**src/rtl/tft_pkg.sv**
```systemverilog
`default_nettype none
// ============================================================================
// Module      : tft_pkg
// Description : Shared definitions for the TFT SPI command/pixel decoder:
//               controller opcodes, decode state type, default address window
//               and panel dimensions.
// Revision    : 1.0 - initial release
// ============================================================================
package tft_pkg;

    // Panel geometry (portrait 240 x 320)
    localparam int c_SCREEN_W = 240;
    localparam int c_SCREEN_H = 320;

    // Window that is active after reset: the full panel
    localparam logic [15:0] c_DEF_XE = 16'(c_SCREEN_W - 1);  // 239
    localparam logic [15:0] c_DEF_YE = 16'(c_SCREEN_H - 1);  // 319

    // Controller opcodes that the decoder acts on
    localparam logic [7:0] c_OP_CASET = 8'h2A;
    localparam logic [7:0] c_OP_PASET = 8'h2B;
    localparam logic [7:0] c_OP_RAMWR = 8'h2C;

    // Decode state, explicitly encoded
    typedef enum logic [2:0] {
        S_IDLE  = 3'd0,
        S_CASET = 3'd1,
        S_PASET = 3'd2,
        S_RAMWR = 3'd3,
        S_SKIP  = 3'd4
    } dec_state_t;

endpackage
`default_nettype wire

```
**src/rtl/spi_byte_rx.sv**
```systemverilog
`default_nettype none
// ============================================================================
// Module      : spi_byte_rx
// Description : Brings the SPI pins into the clk_in domain (2-FF sync),
//               detects sck rising edges and assembles MSB-first bytes.
//               The dc pin is captured together with the last bit.
// Ports       : clk_in, rst_in        - system clock / sync active-high reset
//               tft_sck/sdi/dc/cs     - raw SPI pins (mode 0, cs active-low)
//               tft_reset             - raw panel reset pin, active-low
//               byte_valid            - one-cycle strobe, byte_data complete
//               byte_data, is_data    - received byte and its dc level
//               panel_rst             - synchronized panel reset, active-high
// Revision    : 1.0 - initial release
// ============================================================================
module spi_byte_rx (
    input  logic       clk_in,
    input  logic       rst_in,
    input  logic       tft_sck,
    input  logic       tft_sdi,
    input  logic       tft_dc,
    input  logic       tft_cs,
    input  logic       tft_reset,
    output logic       byte_valid,
    output logic [7:0] byte_data,
    output logic       is_data,
    output logic       panel_rst
);

    // Stage [0] is the metastability catcher, stage [1] is the usable value
    logic [1:0] r_sck_sync;
    logic [1:0] r_sdi_sync;
    logic [1:0] r_dc_sync;
    logic [1:0] r_cs_sync;
    logic [1:0] r_rst_n_sync;
    logic       r_sck_prev;
    logic [2:0] r_bit_cnt;
    logic [6:0] r_shift;

    logic       w_sck_rise;

    // Synchronizers are cleared only by rst_in: the panel-reset chain must
    // not be reset by its own output.
    always_ff @(posedge clk_in) begin
        if (rst_in) begin
            r_sck_sync   <= 2'b00;
            r_sdi_sync   <= 2'b00;
            r_dc_sync    <= 2'b00;
            r_cs_sync    <= 2'b11;
            r_rst_n_sync <= 2'b11;
            r_sck_prev   <= 1'b0;
        end else begin
            r_sck_sync   <= {r_sck_sync[0],   tft_sck};
            r_sdi_sync   <= {r_sdi_sync[0],   tft_sdi};
            r_dc_sync    <= {r_dc_sync[0],    tft_dc};
            r_cs_sync    <= {r_cs_sync[0],    tft_cs};
            r_rst_n_sync <= {r_rst_n_sync[0], tft_reset};
            r_sck_prev   <= r_sck_sync[1];
        end
    end

    assign w_sck_rise = r_sck_sync[1] & ~r_sck_prev;
    assign panel_rst  = ~r_rst_n_sync[1];

    always_ff @(posedge clk_in) begin
        if (rst_in || panel_rst) begin
            r_bit_cnt  <= 3'd0;
            r_shift    <= 7'd0;
            byte_valid <= 1'b0;
            byte_data  <= 8'h00;
            is_data    <= 1'b0;
        end else begin
            byte_valid <= 1'b0;
            if (r_cs_sync[1]) begin
                // Deselected: any partial byte is dropped
                r_bit_cnt <= 3'd0;
            end else if (w_sck_rise) begin
                r_shift   <= {r_shift[5:0], r_sdi_sync[1]};
                r_bit_cnt <= r_bit_cnt + 3'd1;
                if (r_bit_cnt == 3'd7) begin
                    byte_valid <= 1'b1;
                    byte_data  <= {r_shift, r_sdi_sync[1]};
                    is_data    <= r_dc_sync[1];
                end
            end
        end
    end

endmodule
`default_nettype wire

```
**src/rtl/tft_spi_decoder.sv**
```systemverilog
`default_nettype none
// ============================================================================
// Module      : tft_spi_decoder
// Description : Snoops the SPI link of an ILI9341-style TFT controller and
//               decodes CASET/PASET/RAMWR traffic into pixel writes with
//               column/row coordinates.
// Ports       : clk_in, rst_in        - 100 MHz clock / sync active-high reset
//               tft_*                 - raw SPI and panel-reset pins
//               cmd_valid, cmd_byte   - command strobe and last opcode
//               pix_valid             - strobe per completed RGB565 pixel
//               pix_col, pix_row      - low bits of the column/row counters
//               pix_data              - RGB565 value
// Revision    : 1.0 - initial release
// ============================================================================
module tft_spi_decoder
    import tft_pkg::*;
(
    input  logic        clk_in,
    input  logic        rst_in,
    input  logic        tft_sck,
    input  logic        tft_sdi,
    input  logic        tft_dc,
    input  logic        tft_cs,
    input  logic        tft_reset,
    output logic        cmd_valid,
    output logic [7:0]  cmd_byte,
    output logic        pix_valid,
    output logic [7:0]  pix_col,
    output logic [8:0]  pix_row,
    output logic [15:0] pix_data
);

    logic       w_byte_valid;
    logic [7:0] w_byte;
    logic       w_is_data;
    logic       w_panel_rst;
    logic       w_rst;

    dec_state_t  r_state;
    logic        r_half;      // high byte of a pixel is pending
    logic [7:0]  r_hi;
    logic [1:0]  r_pidx;      // parameter byte index inside CASET/PASET
    logic [15:0] r_xs;
    logic [15:0] r_xe;
    logic [15:0] r_ys;
    logic [15:0] r_ye;
    logic [15:0] r_col;
    logic [15:0] r_row;

    spi_byte_rx u_rx (
        .clk_in     (clk_in),
        .rst_in     (rst_in),
        .tft_sck    (tft_sck),
        .tft_sdi    (tft_sdi),
        .tft_dc     (tft_dc),
        .tft_cs     (tft_cs),
        .tft_reset  (tft_reset),
        .byte_valid (w_byte_valid),
        .byte_data  (w_byte),
        .is_data    (w_is_data),
        .panel_rst  (w_panel_rst)
    );

    assign w_rst = rst_in | w_panel_rst;

    always_ff @(posedge clk_in) begin
        if (w_rst) begin
            r_state   <= S_IDLE;
            r_half    <= 1'b0;
            r_hi      <= 8'h00;
            r_pidx    <= 2'd0;
            r_xs      <= 16'd0;
            r_xe      <= c_DEF_XE;
            r_ys      <= 16'd0;
            r_ye      <= c_DEF_YE;
            r_col     <= 16'd0;
            r_row     <= 16'd0;
            cmd_valid <= 1'b0;
            cmd_byte  <= 8'h00;
            pix_valid <= 1'b0;
            pix_col   <= 8'h00;
            pix_row   <= 9'h000;
            pix_data  <= 16'h0000;
        end else begin
            cmd_valid <= 1'b0;
            pix_valid <= 1'b0;
            if (w_byte_valid) begin
                if (!w_is_data) begin
                    // A command always wins, whatever state we are in
                    cmd_valid <= 1'b1;
                    cmd_byte  <= w_byte;
                    r_half    <= 1'b0;
                    r_pidx    <= 2'd0;
                    case (w_byte)
                        c_OP_CASET: r_state <= S_CASET;
                        c_OP_PASET: r_state <= S_PASET;
                        c_OP_RAMWR: begin
                            r_state <= S_RAMWR;
                            r_col   <= r_xs;
                            r_row   <= r_ys;
                        end
                        default:    r_state <= S_SKIP;
                    endcase
                end else begin
                    case (r_state)
                        S_CASET: begin
                            case (r_pidx)
                                2'd0: r_xs[15:8] <= w_byte;
                                2'd1: r_xs[7:0]  <= w_byte;
                                2'd2: r_xe[15:8] <= w_byte;
                                2'd3: r_xe[7:0]  <= w_byte;
                            endcase
                            r_pidx <= r_pidx + 2'd1;
                            if (r_pidx == 2'd3) r_state <= S_IDLE;
                        end
                        S_PASET: begin
                            case (r_pidx)
                                2'd0: r_ys[15:8] <= w_byte;
                                2'd1: r_ys[7:0]  <= w_byte;
                                2'd2: r_ye[15:8] <= w_byte;
                                2'd3: r_ye[7:0]  <= w_byte;
                            endcase
                            r_pidx <= r_pidx + 2'd1;
                            if (r_pidx == 2'd3) r_state <= S_IDLE;
                        end
                        S_RAMWR: begin
                            if (!r_half) begin
                                r_hi   <= w_byte;
                                r_half <= 1'b1;
                            end else begin
                                pix_valid <= 1'b1;
                                pix_col   <= r_col[7:0];
                                pix_row   <= r_row[8:0];
                                pix_data  <= {r_hi, w_byte};
                                r_half    <= 1'b0;
                                // Wrap only on equality; an inverted window
                                // runs through 0xFFFF -> 0 naturally.
                                if (r_col == r_xe) begin
                                    r_col <= r_xs;
                                    r_row <= (r_row == r_ye) ? r_ys : r_row + 16'd1;
                                end else begin
                                    r_col <= r_col + 16'd1;
                                end
                            end
                        end
                        default: ;  // IDLE / SKIP ignore parameter bytes
                    endcase
                end
            end
        end
    end

endmodule
`default_nettype wire

```
**config.mk**
```make
export PLATFORM = sky130hd
export DESIGN_NAME = tft_spi_decoder
export DESIGN_NICKNAME = d
export VERILOG_FILES = /design/src/rtl/tft_pkg.sv /design/src/rtl/spi_byte_rx.sv /design/src/rtl/tft_spi_decoder.sv
export SDC_FILE = /design/constraint.sdc
export NUM_CORES = 1
export LEC_CHECK = 0
export BUFFER_PORTS_ARGS = -buffer_cell sky130_fd_sc_hd__buf_2
export CELL_PAD_IN_SITES_DETAIL_PLACEMENT = 0
export CELL_PAD_IN_SITES_GLOBAL_PLACEMENT = 1
export CORE_MARGIN = 1
export CORE_UTILIZATION = 48
export CTS_BUF_LIST = sky130_fd_sc_hd__clkbuf_8
export CTS_CLUSTER_DIAMETER = 150
export CTS_CLUSTER_SIZE = 12
export DETAILED_ROUTE_END_ITERATION = 16
export GPL_TIMING_DRIVEN = 0
export PLACE_DENSITY_LB_ADDON = 0.15
export SYNTH_ARGS = -nofsm -noshare
export SYNTH_HDL_FRONTEND = slang
export SYNTH_SLANG_ARGS = --single-unit
```
**constraint.sdc**
```tcl
create_clock -name clk_in -period 2.5 [get_ports clk_in]
set_input_delay 0.125 -clock clk_in [delete_from_list [all_inputs] [get_ports clk_in]]
set_output_delay 0.125 -clock clk_in [all_outputs]
set_load 0.005 [all_outputs]
```
==> results of run 1 <==
==> repair_timing <==
| action | CTS | global route |
|---|---|---|
| pin swaps | 1 | 1 |
| gates resized for setup | 1 | 18 |
| hold endpoints to repair | 6 | 0 |
| cloned | 0 | 0 |
| endpoints found under the setup margin | 10 | 23 |
| hold buffers | 6 | 0 |
| buffers inserted | 1 | 1 |
==> sequential cells by signal (all words and copies together) (netlist names), 8 cells and up <==
register        count
pix_data           16
r_col              16
r_row              16
r_xe               16
r_xs               16
r_ye               16
r_ys               16
pix_row             9
cmd_byte            8
pix_col             8
r_hi                8
u_rx.byte_data      8
==> worst max-delay path: cells and delay by family (launching register included) <==
family          cells  cell delay [ps]
compound gates      2              910
buf+inv             1              330
xor+xnor            1              160
simple gates        2              370
flops               1              520
==> metal layers <==
metal	routed length, microns	part of all wire	vias to the layer above	track usage
li1	-	-	3456	-
met1	10800	0.46	3408	0.386
met2	10500	0.45	229	0.465
met3	1310	0.057	42	0.0428
met4	598	0.026	0	0.0987
met5	0	0	-	0
==> logic make-up (layout without fill, tap and decap cells) <==
| kind of cell | after synthesis | after routing | share of synthesized area |
|---|---|---|---|
| flip-flops | 184 | 184 | 0.465 |
| multiplexers | 34 | 34 | 0.0434 |
| buffers and inverters | 80 | 166 | 0.0417 |
| XOR/XNOR | 42 | 42 | 0.0474 |
| AND/OR/NAND/NOR | 355 | 355 | 0.205 |
| AO/OA/AOI/OAI | 252 | 252 | 0.184 |
| adder cells (fa/ha/maj) | 8 | 8 | 0.0126 |
==> final timing paths <==
| path | start | endpoint | slack, ps | cells past startpoint |
|---|---|---|---|---|
| setup reg to reg | r_col[0]$_SDFFE_PP0P_ | r_row[13]$_SDFFE_PP0P_ | 90 | 6 |
| setup / recovery | r_col[0]$_SDFFE_PP0P_ | r_row[13]$_SDFFE_PP0P_ | 90 | 6 |
| hold / removal | tft_reset | u_rx.r_rst_n_sync[0]$_SDFF_PP1_ | 370 | 3 |
| hold reg to reg | u_rx.r_cs_sync[0]$_SDFF_PP1_ | u_rx.r_cs_sync[1]$_SDFF_PP1_ | 410 | 1 |
==> final cells by class <==
class,instances,area [sq um]
sequential,184,3690
tap,216,270
inverter,4,15.0
clock buffer,20,275
clock inverter,12,128
fill,1578,7030
timing repair buffer,57,320
buffer,73,314
multi-input combinational,691,3960
==> per-stage QoR <==
step	instances	TNS (ps)
finish	1257	0
global route	1257	0
CTS	1259	0
detailed placement	1220	-323
global placement	1220	-288
floorplan	955	0
==> report_power, final <==
part	internal, mW	switching [mW]	total (mW)
combinational	0.0307	0.0905	0.121
clock	0.962	1.10	2.06
sequential	2.94	0.00259	2.94
total	3.93	1.19	5.12
==> cell usage after synthesis, types with 2 or more instances <==
master     count  area [sq um]
o21ai_0       71           355
and2_1         3          18.8
o21ai_1        2          10.0
and3_1         4          25.0
dfxtp_1      184          3680
or4_1          6          45.0
nor3b_1        3          22.5
and4_1         4          35.0
buf_2         15          75.1
a31oi_1       10          62.6
nand3_1       27           135
inv_1          4          15.0
nor2b_1       14          87.6
a22oi_1        3          22.5
nand2b_1       4          25.0
a2bb2oi_1      4          35.0
mux2i_1       31           310
nand4b_1       3          26.3
o2111ai_1      4          35.0
o22ai_1       11          68.8
o41a_1         2          22.5
or2_1          2          12.5
mux2_1         2          22.5
xor2_1         7          61.3
o211ai_1       4          30.0
o221a_1        2          22.5
buf_1          3          11.3
or2_2          4          25.0
nor3_1         8          40.0
ha_1           8           100
nand3b_1       3          22.5
nor4_1         2          12.5
nand4_1       16           100
nor2_1        47           176
a211oi_1      11          82.6
o41ai_2        2          32.5
xnor2_1       34           298
a21oi_1      110           551
o211a_1        3          30.0
clkbuf_1      56           210
nand2_1      198           743
o31ai_1        9          67.6
==> qor.yml, run 1 <==
finalCriticalPeriod_ps: 2410
final_area_sq_mm: 0.00897
drt-initial-drc-count: 676
dp_hpwl_microns: 16200
setup_ws_ps: 94.5
fin_nets: 1043
synth_cell_types: 57
crit_fanout: 10
syn-num-nets: 970
grt_setup_unrepaired: "false"
peakVddDrop_mv: 0.319
syn_area_sq_mm: 0.00792
final_common_cell: "nand2_1"
cp_data_required_time_ps: 2860
dr.pass1.iters: 5
pre_cts_slack_ps: -153
worst_path_largest_cell_delay_ps: 600
clockBufferDepth: 2
cts-buffers-inserted: 17
clock_latency_ps: 470
cp_cell_sequence: "xnor2_1 -> nand4_1 -> o41ai_4 -> clkbuf_4 -> nand2_2 -> o221a_1"
final-hold-violation-count: 0
place_congestion: 0.904
grt_pass1_wl_microns: 36200
ys.flop_type: "dfxtp_1"
overflow: 0
synth_area_per_cell_sq_um: 8.29
cap_violations: 0
whs_ps: 371
power_mw: 5.12
cts_sinks: 184
slew_viol_final: 0
cts_root_buf: "clkbuf_8"
syn_to_final_growth_pct: 13.2
slowest_stage: "o41ai_4"
grt_use_total: 0.285
cp-start-kind: "flip-flop"
cts_tree: "yes"
wire_per_inst_microns: 18.4
ios: 50
mostFrequentLayoutCells: "nand2_1, dfxtp_1, a21oi_1"
fmax_ghz: 0.416
ys_async_sr_fraction: 0
drcViolationCount: 0
finClkSkew_ps: 12.2
drive_gt1_frac: 0.116
cellLeakagePower_nw: 2.90
grt_max_degree: 17
hold_class: "in -> reg"
via_per_inst: 5.68
relSlewSlack: 0.424
power_density_mw_per_mm2: 571
row_count: 46
grt_antenna_before_repair: 0
setup_viol: 0
final_core_util: 0.561
wirelength_microns: 23100
diodes: 0
numPortBuffers: 49
grt_pass1_vias: 6495
ys_seq_area_frac: 0.465
synth_edf_count: 0
crit_arrival_ps: 2760
coreArea_sq_mm: 0.0160
fp.dieW_microns: 130
die_height_microns: 130
htree_levels: 4
vias: 7135
syn_inst: 955
die_area_sq_mm: 0.0170
ys_ff_latch: 184
status: "completed"
worst_slew_pin_slew_ps: 863
cp-end-kind: "flip-flop"
yosys_warnings: 0
clkTransAtPathRegs_ps: 100
antenna_left: 0
start_util: 0.495
critical_path_class: "reg -> reg"
dpl_cell_area_sq_mm: 0.00844
fin_crit_sh: 0.962
Note: power is estimated with default switching activity, not from simulation.
==> inputs of run 2 (changes only) <==
--- a/config.mk
+++ b/config.mk
@@ -8,6 +8,7 @@
 export BUFFER_PORTS_ARGS = -buffer_cell sky130_fd_sc_hd__buf_2
 export CELL_PAD_IN_SITES_DETAIL_PLACEMENT = 0
 export CELL_PAD_IN_SITES_GLOBAL_PLACEMENT = 1
+export CORE_ASPECT_RATIO = 1.2
 export CORE_MARGIN = 1
 export CORE_UTILIZATION = 48
 export CTS_BUF_LIST = sky130_fd_sc_hd__clkbuf_8
==> run 2 against run 1 <==
Effect of this change: first-iteration DRC count is 8.7% lower; critical path type unchanged; worst hold slack worse by 10 ps; design area is 0.18% lower; largest cell class unchanged; setup slack better by 1.7 ps; sequential power hardly changed; final cell count stayed put; via count is 1.3% lower; clock power hardly changed; die area hardly changed.
==> qor.yml, run 2 (synthesis gave the netlist of run 1 again) <==
netSwitchingFraction: 0.253  # +0.0197
rr_worst_depth: 7  # +1
worst_slew_pin_slew_ps: 895  # +31.8 ps
cp-start-kind: "flip-flop"
die_height_microns: 143  # +9.4%
critical_path_class: "reg -> reg"
fmax_ghz: 0.416  # about the same
fin_crit_sh: 0.962  # about the same
rrSetupSlack_ps: 100  # about the same
r2r-end: "r_col[15]$_SDFFE_PP0P_"
crit_arrival_ps: 2740  # -20 ps
cts-buffers-inserted: 17  # unchanged
power_density_mw_per_mm2: 572  # +0.25%
cts_root_buf: "clkbuf_8"
fin_nets: 1047  # +0.38%
htree_levels: 4  # unchanged
numPortBuffers: 49  # unchanged
clockBufferDepth: 2  # unchanged
drcViolationCount: 0  # unchanged
cap_violations: 0  # unchanged
setup_ws_ps: 96.2  # +1.66 ps
cp_data_required_time_ps: 2840  # -20 ps
clkTransAtPathRegs_ps: 100  # about the same
clkPwrFrac: 0.403  # about the same
cts_tree: "yes"
status: "completed"
dp.cells: 1216  # -0.33%
place_congestion: 0.871  # -3.7%
vias: 7044  # -1.3%
coreArea_sq_mm: 0.0162  # +1.3%
clock_latency_ps: 480  # about the same
wirelength_microns: 23400  # +1.1%
antenna_left: 0  # unchanged
die_area_sq_mm: 0.0170  # about the same
fp.dieW_microns: 119  # -8.6%
grt_antenna_before_repair: 0  # unchanged
p_int_mw: 3.83  # -2.5%
hold_class: "in -> reg"
grt_pass1_wl_microns: 36300  # +0.34%
grt_pass1_vias: 6427  # -1.0%
drive_gt1_frac: 0.115  # -0.00140
cellLeakagePower_nw: 2.90  # +0.13%
cp-end-kind: "flip-flop"
mostFrequentLayoutCells: "nand2_1, dfxtp_1, a21oi_1"
slew_viol_final: 0  # unchanged
via_per_inst: 5.60  # -1.3%
final-hold-violation-count: 0  # unchanged
finClkSkew_ps: 13.7  # +1.55 ps
row_count: 51  # +11%
finalCriticalPeriod_ps: 2400  # -1.66 ps
syn_to_final_growth_pct: 13.0
fin_cells: 1257  # unchanged
start_util: 0.489  # -0.00634
setup_viol: 0  # unchanged
ios: 50  # unchanged
peakVddDrop_mv: 0.359  # +13%
final_common_cell: "nand2_1"
crit_fanout: 10  # unchanged
p_seq_frac: 0.573  # about the same
p_comb_frac: 0.024  # about the same
overflow: 0  # unchanged
grt_use_total: 0.284  # -0.00130
relSlewSlack: 0.397  # -0.0277
crit_start: "r_col[1]$_SDFFE_PP0P_"
dp_hpwl_microns: 16400  # +1.6%
cp-endpoint: "r_col[15]$_SDFFE_PP0P_"
power_mw: 5.12  # about the same
p_switching_mw: 1.29  # +8.5%
diodes: 0  # unchanged
cts_sinks: 184  # unchanged
dr.pass1.iters: 5  # unchanged
drt-initial-drc-count: 617  # -8.7%
wire_per_inst_microns: 18.6  # +1.1%
r2r_start: "r_col[1]$_SDFFE_PP0P_"
grt_max_degree: 19  # +2
pre_cts_slack_ps: -156  # -3.25 ps
## run 2: layer usage
metal | vias to the layer above | wire, microns | global-route usage
met5 | - | 0 | 0
met3 | 39 | 1060 | 0.0407
met1 | 3334 | 10500 | 0.371
li1 | 3463 | - | -
met4 | 0 | 565 | 0.106
met2 | 208 | 11300 | 0.475
## run 2: power by group through the flow
stage | combinational [mW] | sequential (mW) | clock [mW]
floorplan | 0.0627 | 3.01 | 0
global placement | 0.112 | 3.01 | 0
detailed placement | 0.112 | 3.01 | 0
CTS | 0.119 | 2.94 | 2.09
global route | 0.129 | 2.94 | 2.22
finish | 0.122 | 2.94 | 2.06
## run 2: worst min-delay path by stage
stage / startpoint / end / slack, ps / depth (start not counted)
floorplan: rst_in / u_rx.r_sck_sync[1]$_SDFF_PP0_ / 200 / 1
global placement: tft_cs / u_rx.r_cs_sync[0]$_SDFF_PP1_ / 310 / 2
detailed placement: tft_cs / u_rx.r_cs_sync[0]$_SDFF_PP1_ / 310 / 2
CTS: tft_cs / u_rx.r_cs_sync[0]$_SDFF_PP1_ / 340 / 3
global route: tft_cs / u_rx.r_cs_sync[0]$_SDFF_PP1_ / 340 / 3
finish: tft_cs / u_rx.r_cs_sync[0]$_SDFF_PP1_ / 360 / 3
## run 2: through the flow
stage	setup TNS [ps]	hold slack, ps	instance area, sq um	util
5_1_grt	-23.5	338	8950	0.552
3_3_place_gp	-478	307	8430	0.520
4_1_cts	0	339	8910	0.550
6_report	0	361	8950	0.552
3_5_place_dp	-454	309	8430	0.520
2_1_floorplan	0	197	7920	-
## run 2: repair_timing
action / CTS / global route
buffers inserted: 1 / 2
gates resized for setup: 1 / 9
endpoints found under the setup margin: 11 / 25
endpoints found under the hold margin: 6 / 0
pin swaps: 2 / 1
hold buffers: 6 / 0
## run 2: layout make-up
class | count | area [sq um]
clock buffers | 18 | 248
flip-flops and latches | 184 | 3690
fillers | 1652 | 7250
well taps | 212 | 265
clock inverters | 14 | 156
repair buffers | 58 | 328
plain buffers | 76 | 319
multi-input cells | 691 | 3940
inverters | 4 | 15.0
## run 2: critical path: stages (launching register included)
cell and delay (ps):
dfxtp_1 490, xnor2_1 160, nand4_1 190, o41a_1 450, buf_2 200, clkbuf_1 280, o31ai_1 390, a31oi_1 110
==> inputs of run 3 (changes only) <==
--- a/config.mk
+++ b/config.mk
@@ -5,7 +5,7 @@
 export SDC_FILE = /design/constraint.sdc
 export NUM_CORES = 1
 export LEC_CHECK = 0
-export BUFFER_PORTS_ARGS = -buffer_cell sky130_fd_sc_hd__buf_2
+export BUFFER_PORTS_ARGS = -buffer_cell sky130_fd_sc_hd__buf_4
 export CELL_PAD_IN_SITES_DETAIL_PLACEMENT = 0
 export CELL_PAD_IN_SITES_GLOBAL_PLACEMENT = 1
 export CORE_ASPECT_RATIO = 1.2
@@ -16,7 +16,7 @@
 export CTS_CLUSTER_SIZE = 12
 export DETAILED_ROUTE_END_ITERATION = 16
 export GPL_TIMING_DRIVEN = 0
-export PLACE_DENSITY_LB_ADDON = 0.15
+export PLACE_DENSITY = 0.89
 export SYNTH_ARGS = -nofsm -noshare
 export SYNTH_HDL_FRONTEND = slang
 export SYNTH_SLANG_ARGS = --single-unit
==> run 3 against run 2 <==
Effect of this change: global-route usage is 0.81 points lower; total power is 1.7% higher; combinational power hardly changed; critical path depth is 1 higher; setup slack worse by 28 ps; clock skew is 4.0 ps higher; sequential cell count stayed put; largest cell class unchanged; highest routed layer unchanged.
==> qor.yml, run 3 (synthesis gave the netlist of run 1 again) <==
final_core_util: 0.560  # +0.00772
grt_pass1_vias: 6649  # +3.5%
via_per_inst: 5.71  # +1.9%
worst_slew_pin_slew_ps: 891  # -4.08 ps
start_util: 0.489  # unchanged
cp-start-kind: "flip-flop"
p_seq_frac: 0.564  # -0.009
p_switching_mw: 1.14  # -12%
die_height_microns: 143  # unchanged
relSlewSlack: 0.406  # +0.00925
cp-end-kind: "flip-flop"
power_density_mw_per_mm2: 574  # +0.30%
syn_to_final_growth_pct: 14.6
cp_data_required_time_ps: 2900  # +60 ps
vias: 7156  # +1.6%
wirelength_microns: 22700  # -2.8%
diodes: 0  # unchanged
finClkSkew_ps: 17.8  # +4.02 ps
grt_antenna_before_repair: 0  # unchanged
grt_setup_unrepaired: "false"
coreArea_sq_mm: 0.0162  # unchanged
fp.dieW_microns: 119  # unchanged
cellLeakagePower_nw: 2.89  # -0.34%
dpl_cell_area_sq_mm: 0.00855  # +1.5%
clkPwrFrac: 0.413  # +0.010
overflow: 0  # unchanged
tns_ps: 0  # unchanged
fin_crit_sh: 0.973  # +0.0113
mostFrequentLayoutCells: "nand2_1, dfxtp_1, a21oi_1"
slew_viol_final: 0  # unchanged
hold_class: "in -> reg"
row_count: 51  # unchanged
grt_max_degree: 17  # -2
crit_arrival_ps: 2830  # +90 ps
netSwitchingFraction: 0.219  # -0.0338
status: "completed"
final_area_sq_mm: 0.00908  # +1.4%
fin_nets: 1046  # -0.096%
dp_hpwl_microns: 16100  # -2.0%
cap_violations: 0  # unchanged
clockBufferDepth: 2  # unchanged
crit_fanout: 10  # unchanged
p_comb_frac: 0.023  # about the same
place_congestion: 0.897  # +3.0%
peakVddDrop_mv: 0.395  # +9.8%
htree_levels: 4  # unchanged
final_common_cell: "nand2_1"
drive_gt1_frac: 0.112  # -0.00244
clock_latency_ps: 480  # about the same
wire_per_inst_microns: 18.2  # -2.5%
cts_root_buf: "clkbuf_8"
final-hold-violation-count: 0  # unchanged
drcViolationCount: 0  # unchanged
cts-buffers-inserted: 17  # unchanged
clkTransAtPathRegs_ps: 90  # about the same
whs_ps: 383  # +21.9 ps
ios: 50  # unchanged
cts_sinks: 184  # unchanged
dr.pass1.iters: 6  # +1
critical_path_class: "reg -> reg"
cts_tree: "yes"
numPortBuffers: 49  # unchanged
drt-initial-drc-count: 705  # +14%
grt_pass1_wl_microns: 36100  # -0.72%
antenna_left: 0  # unchanged
fmax_ghz: 0.411  # -1.2%
grt_use_total: 0.276  # -0.00810
die_area_sq_mm: 0.0170  # unchanged
p_int_mw: 4.07  # +6.3%
setup_viol: 0  # unchanged
finalCriticalPeriod_ps: 2430  # +28.1 ps
run 3: cell count changes in the layout (fill, tap and decap cells not counted), moves of 3 or more:
cell | before | now
buf_2 | 63 | 14
buf_4 | 5 | 53
clkbuf_8 | 18 | 22
clkinv_4 | 3 | 0
clkinvlp_4 | 0 | 3
dfxtp_1 | 182 | 179
dfxtp_2 | 2 | 5
inv_6 | 7 | 0
run 3: cell type report:
class / count / area [sq um]
buffer: 76 / 319
clock buffer: 22 / 303
clock inverter: 7 / 118
fill: 1612 / 7130
inverter: 4 / 15.0
multi-input combinational: 691 / 3930
sequential: 184 / 3690
tap: 212 / 265
timing repair buffer: 57 / 443
run 3: layer usage:
layer | GRT usage | wire length (microns)
met1 | 0.344 | 9820
met2 | 0.470 | 10900
met4 | 0.123 | 706
met5 | 0 | 0
met3 | 0.0427 | 1330
run 3: per-stage QoR:
stage / setup WS, ps / std cells / total power, mW
after global placement: -189 / 1216 / 3.12
after global routing: 2.00 / 1253 / 5.35
after CTS: 2.13 / 1251 / 5.22
final: 68.1 / 1253 / 5.21
after detailed placement: -174 / 1216 / 3.12
after floorplan: 547 / 955 / 3.07
run 3: critical path, stage by stage (launching register included):
cell and delay (ps):
dfxtp_1 310, buf_2 210, xnor2_1 150, nand4_1 200, o41ai_4 660, buf_4 210, nand3_1 100, clkbuf_1 290
o22ai_1 230
run 3: power by group through the flow:
stage	combinational [mW]	clock (mW)	sequential (mW)
2_1_floorplan	0.0627	0	3.01
3_3_place_gp	0.111	0	3.01
3_5_place_dp	0.111	0	3.01
4_1_cts	0.119	2.16	2.94
5_1_grt	0.127	2.28	2.94
6_report	0.120	2.15	2.94
run 3: path summary, 6_finish.rpt:
check                             startpoint                         endpoint  slack (ps)  cells past startpoint
max                    r_col[5]$_SDFFE_PP0P_            r_row[4]$_SDFFE_PP0P_          70                      8
min                                   rst_in    u_rx.r_sck_sync[1]$_SDFF_PP0_         380                      3
max reg2reg            r_col[5]$_SDFFE_PP0P_            r_row[4]$_SDFFE_PP0P_          70                      8
min reg2reg  u_rx.r_rst_n_sync[0]$_SDFF_PP1_  u_rx.r_rst_n_sync[1]$_SDFF_PP1_         420                      1
run 3: timing repair:
action	CTS	global route
hold buffers	6	0
endpoints found under the hold margin	6	0
buffers inserted	0	2
pin swaps	1	1
setup endpoints to repair	12	21
gates resized for setup	1	11
